[config.mk]
export PLATFORM = sky130hd
export DESIGN_NAME = unique_serializer
export DESIGN_NICKNAME = d
export VERILOG_FILES = /design/src/rtl/unique_serializer.sv
export SDC_FILE = /design/constraint.sdc
export NUM_CORES = 1
export LEC_CHECK = 0
export ABC_AREA = 0
export CORE_MARGIN = 2
export CORE_UTILIZATION = 54
export DETAILED_ROUTE_END_ITERATION = 10
export MAX_ROUTING_LAYER = met4
export PLACE_DENSITY = 0.91
export REMOVE_ABC_BUFFERS = 1
export SYNTH_ARGS = -nofsm -noshare
export SYNTH_HDL_FRONTEND = slang
export SYNTH_SLANG_ARGS = --single-unit
[constraint.sdc]
create_clock -name clk -period 5.9 [get_ports clk]
set_clock_uncertainty 0.05 [all_clocks]
set_input_delay 1.18 -clock clk [delete_from_list [all_inputs] [get_ports clk]]
set_output_delay 1.18 -clock clk [all_outputs]
set_load 0.005 [all_outputs]
[src/rtl/unique_serializer.sv]
// unique_serializer: captures one deduplicated frame (nine slots plus a count)
// and streams the first unique_count slots out one byte per beat, flagging the
// final beat with out_last so downstream consumers never see the zero padding.
module unique_serializer #(
   parameter int DATA_W = 8,
   parameter int SLOTS  = 9
) (
   input  logic              clk,
   input  logic              rst,
   input  logic              in_valid,
   output logic              in_ready,
   input  logic [DATA_W-1:0] in1,
   input  logic [DATA_W-1:0] in2,
   input  logic [DATA_W-1:0] in3,
   input  logic [DATA_W-1:0] in4,
   input  logic [DATA_W-1:0] in5,
   input  logic [DATA_W-1:0] in6,
   input  logic [DATA_W-1:0] in7,
   input  logic [DATA_W-1:0] in8,
   input  logic [DATA_W-1:0] in9,
   input  logic [3:0]        unique_count,
   output logic              out_valid,
   input  logic              out_ready,
   output logic [DATA_W-1:0] out_data,
   output logic [3:0]        out_index,
   output logic              out_last,
   output logic [7:0]        frames_done,
   output logic [7:0]        empty_frames
);

   typedef enum logic {IDLE = 1'b0, SEND = 1'b1} state_t;

   state_t                        state_q, state_d;
   logic [SLOTS-1:0][DATA_W-1:0]  buf_q, buf_d;
   logic [3:0]                    len_q, len_d;
   logic [3:0]                    idx_q, idx_d;
   logic [DATA_W-1:0]             data_q, data_d;
   logic                          valid_q, valid_d;
   logic                          last_q, last_d;
   logic [7:0]                    fdone_q, fdone_d;
   logic [7:0]                    empty_q, empty_d;

   // slot 0 of the packed frame is in1, so buffer index = 1-based slot - 1
   logic [SLOTS-1:0][DATA_W-1:0]  slots_in;
   logic [3:0]                    cnt_clamp;

   assign slots_in  = {in9, in8, in7, in6, in5, in4, in3, in2, in1};
   assign cnt_clamp = (unique_count > 4'(SLOTS)) ? 4'(SLOTS) : unique_count;

   // ready only while idle; held low during reset so no frame sneaks in
   assign in_ready     = (state_q == IDLE) && !rst;
   assign out_valid    = valid_q;
   assign out_data     = data_q;
   assign out_index    = idx_q;
   assign out_last     = last_q;
   assign frames_done  = fdone_q;
   assign empty_frames = empty_q;

   // next-state: capture in IDLE, advance/finish on each accepted beat in SEND
   always_comb begin
      state_d = state_q;
      buf_d   = buf_q;
      len_d   = len_q;
      idx_d   = idx_q;
      data_d  = data_q;
      valid_d = valid_q;
      last_d  = last_q;
      fdone_d = fdone_q;
      empty_d = empty_q;
      unique case (state_q)
         IDLE: begin
            if (in_valid && in_ready) begin
               buf_d = slots_in;
               len_d = cnt_clamp;
               if (cnt_clamp == 4'd0) begin
                  empty_d = empty_q + 8'd1;
               end else begin
                  // first beat comes straight from the input so it is visible
                  // the cycle after the handshake
                  state_d = SEND;
                  idx_d   = 4'd1;
                  data_d  = in1;
                  valid_d = 1'b1;
                  last_d  = (cnt_clamp == 4'd1);
               end
            end
         end
         SEND: begin
            if (valid_q && out_ready) begin
               if (idx_q < len_q) begin
                  // buf_q[idx_q] is 1-based slot idx_q+1
                  idx_d  = idx_q + 4'd1;
                  data_d = buf_q[idx_q];
                  last_d = ((idx_q + 4'd1) == len_q);
               end else begin
                  valid_d = 1'b0;
                  last_d  = 1'b0;
                  fdone_d = fdone_q + 8'd1;
                  state_d = IDLE;
               end
            end
         end
         default: state_d = IDLE;
      endcase
   end

   // state register; synchronous reset discards any frame in flight
   always_ff @(posedge clk) begin
      if (rst) begin
         state_q <= IDLE;
         buf_q   <= '0;
         len_q   <= '0;
         idx_q   <= '0;
         data_q  <= '0;
         valid_q <= 1'b0;
         last_q  <= 1'b0;
         fdone_q <= '0;
         empty_q <= '0;
      end else begin
         state_q <= state_d;
         buf_q   <= buf_d;
         len_q   <= len_d;
         idx_q   <= idx_d;
         data_q  <= data_d;
         valid_q <= valid_d;
         last_q  <= last_d;
         fdone_q <= fdone_d;
         empty_q <= empty_d;
      end
   end

endmodule

# Word-level counts from Yosys, hierarchy flattened
# Cells that the tools add are included.
[word_totals]
regBits = 107
inputBits = 80
out_inout_bits = 31
wordCells = 71
[classes]
n_addsub = 3
magnitude_cmp = 3
n_eq_ne = 7
mux = 28
n_bitwise = 2
n_reduce_logical = 11
[ops]
columns = ["cell", "count"]
rows = [
  ["two-way mux 8 bit", 5],
  ["binary-select mux 8 bit (select 4 bit)", 1],
  ["two-way mux 4 bit", 5],
  ["adder 8 x 1 -> 8 bit, second input constant", 2],
  ["case mux 8 bit (2 select lines)", 1],
  ["two-way mux 1 bit", 12],
  ["AND reduction 3 bit", 3],
  ["case mux 4 bit (2 select lines)", 1],
  ["AND reduction 4 bit", 2],
  ["inequality test 2 x 1 -> 1 bit, second input constant", 3],
  ["case mux 1 bit (2 select lines)", 3],
  ["< comparator 4 x 5 -> 1 bit, second input constant", 1],
  ["adder 4 x 1 -> 4 bit, second input constant", 1],
  ["equality test 4 x 1 -> 1 bit, second input constant", 1],
  ["equality test 4 bit", 1],
  ["> comparator 4 bit, second input constant", 1],
  ["zero test 4 bit", 1],
  ["< comparator 4 bit", 1],
  ["inequality test 2 bit, second input constant", 2],
  ["logical AND 1 bit", 3],
  ["inverter 1 bit", 2],
  ["AND reduction 2 bit", 1],
  ["zero test 1 bit", 1],
]

# Logic depth before layout (Yosys ltp)
[logic_depth]
word_depth = 6
mapped_depth = 11
ltp_nobuf = 7

# Worst setup path after synthesis
# Ideal clock, no wire load.
[synth_timing]
path_type = "input -> output"
startpoint = "in rst"
endpoint = "out in_ready"
t_arrival_ns = 1.701
t_required_ns = 4.670
setup_slack_ns = 2.969
path_stages = 3
n_path_buf = 2
path_cell_list = "buf_2 clkbuf_1 nor2_1"
[synth_between]
elab_chain_cells = 2
[synth_rtl]
columns = ["element", "line_no", "rtl"]
rows = [
  ["from (decl)", "9", "input logic rst,"],
  ["zero test 1 bit", "51", "assign in_ready = (state_q == IDLE) && !rst;"],
  ["logical AND 1 bit", "51", ""],
  ["to (decl)", "11", "output logic in_ready,"],
]
# Every way passes these cells.

# Worst setup path in the final report
# Same ends and word-level chain as after synthesis.

==> flow_summary.ini <==
[outcome]
status = finished, final reports clean

[sta]
hold_violations = 0
fin_crit_ns = 3.771
slew_violations = 0
finalWorstSetupSlack_ns = 2.129
rsz0062_at_grt = no
setup-violations-final = 0
tightest_slew_ns = 1.233
relSlewSlack = 0.1767
final.period_utilization = 0.6391
holdWs_ns = 0.4140
max_freq_mhz = 265.2

[synth]
syn_area_um2 = 4817
synth-edff-count = 0
synth_cells = 591
ys.flop_type = dfxtp_1
syn_avg_cell_area_um2 = 8.151
synth_top_cell_area_share = 0.4447
netlist_top_cells_area = dfxtp_1 (44%), nand2_1 (14%), o21ai_0 (8.6%), mux2i_1 (4.2%), mux4_2 (3.7%)
ys_types = 43
synth_top_area_cell = dfxtp_1
ys_seq_area_frac = 0.4447
yosysWarnings = 0
ys_seq_elements = 107
async_reset_ff_frac = 0

[placed_design]
dpl_cell_area_um2 = 5928
dp_hpwl_um = 7807
numPortBuffers = 110
gp_congestion = 0.8974
place_ws_ns = 2.141

[drt]
vias_per_cell = 5.566
drtAntennaViolNets = 0
drt_pre_antenna_iters = 5
drt_wl_total_um = 11330
drt-initial-drc-count = 293
drc = 0
wl_per_cell_um = 14.34
dr_total_vias = 4397

[clocking]
numCtsBuffers = 9
cts_resized = 0
clkSinkCount = 107
clk_latency_ns = 0.37
ctsHoldBuffers = 0
cts_tree = built
cts_buffer_depth = 2
post-cts-setup-buffer-count = 0
root_buffer = clkbuf_8
cts.htree.levels = 3
clk_pin_slew_worst_paths_ns = 0.10

[setup_path]
start_kind = input port
ff2ff_setup_slack_ns = 3.16
worstPathArrival_ns = 2.54
cp.required_ns = 4.67
critical_path_peak_fanout = 36
path_class = in2out
cp-end-kind = output pin

[global_route]
overflow = 0
grt_pass1_vias = 4205
grt_util_all_layers = 0.2423
grt_pass1_wl_um = 19010
grt_max_degree = 151
antenna_found_initial = 0

[hold_path]
worstHoldPathType = reg2reg

[die]
die-area_um2 = 9692
die_h_um = 98.45
initial_core_util = 0.5551
rows = 34
coreArea_um2 = 8678
io_pins = 111
die_w_um = 98.45

[layout]
multi_input_area_um2 = 2479
final_cell_area_um2 = 6136
diodes = 0
area_growth_syn_to_layout_pct = 27.38
final_nets = 764
num-fill-cells = 697
register_area_um2 = 2142
drive_gt1_frac = 0.05865

[power_and_ir_drop]
p_leak_nw = 2.204
power.density_nw_per_um2 = 242.0
vdd_ir_drop_max_mv = 0.1181

[run]
drv_cap = 0
## state kept, by name (all words and copies together) (netlist names)
name,cells
buf_q,72
empty_frames,8
frames_done,8
out_data,8
len_q,4
out_index,4
out_last,1
out_valid,1
state_q,1
## through the flow
step	util	std cells	power, mW	TNS [ns]
floorplan	-	550	0.9179	-1.577
finish	0.7070	790	1.485	0
global route	0.7070	790	1.548	0
global placement	0.6831	774	1.017	0
detailed placement	0.6831	774	1.028	0
CTS	0.7070	790	1.487	0
## worst paths after layout
check                             startpoint            to  cells past startpoint
worst max-delay path                     rst      in_ready                      4
worst min-delay path               buf_q[33]     buf_q[33]                      2
worst max register to register  out_index[3]  out_index[3]                      6
worst min register to register     buf_q[33]     buf_q[33]                      2
## synthesized netlist by cell type (all sizes together) (5+ instances only)
library cell	number
nand2	182
dfxtp	107
buf	15
o21ai	83
clkbuf	26
a31oi	5
mux2i	20
a21oi	20
nand4	11
a32oi	5
inv	6
nor2	23
nand3	11
mux4	8
nor2b	8
xor2	9
ha	7
xnor2	10
## where the power goes
group          switching [mW]  total (mW)  internal, mW
clock                   0.259       0.472         0.213
combinational           0.105       0.216         0.111
sequential             0.0270       0.797         0.770
## cell type report
class,count,share of cell area
Multi-Input combinational cell,436,0.4040
Sequential cell,107,0.3491
Timing Repair Buffer,116,0.1868
Clock buffer,10,0.02243
Tap cell,108,0.02202
Clock inverter,6,0.01142
Inverter,7,0.004282
## kinds of logic after synthesis
logic type / after synthesis / synth area share
AND/OR/NAND/NOR: 254 / 0.2278
AO/OA/AOI/OAI: 128 / 0.1538
flip-flops: 107 / 0.4447
buffers and inverters: 48 / 0.04208
multiplexers: 28 / 0.07896
XOR/XNOR: 19 / 0.03455
adder cells (fa/ha/maj): 7 / 0.01818
## layer usage
metal	track usage	part of all wire
met1	0.3096	0.43
met2	0.4014	0.49
met3	0.03404	0.060
met4	0.07482	0.018
met5	-	0
## worst max-delay path, stage by stage
cell and delay (ns):
clkdlybuf4s50_1 0.45, buf_4 0.38, nor2_1 0.07, clkdlybuf4s50_1 0.45
## placed cells by master, fill, tap and decap left out, drive strengths merged, types with 5 or more instances in the layout
cell type      synthesis  layout
a21oi                 20      20
nand4                 11      11
mux2i                 20      20
nand2                182     182
mux4                   8       8
ha                     7       7
nand3                 11      11
nor2b                  8       8
a31oi                  5       5
inv                    6       9
dfxtp                107     107
xor2                   9       9
a32oi                  5       5
o21ai                 83      83
xnor2                 10      10
nor2                  23      23
clkdlybuf4s50          0     110
buf                   15       6
clkbuf                26      10
(Power assumes the default switching activity.)
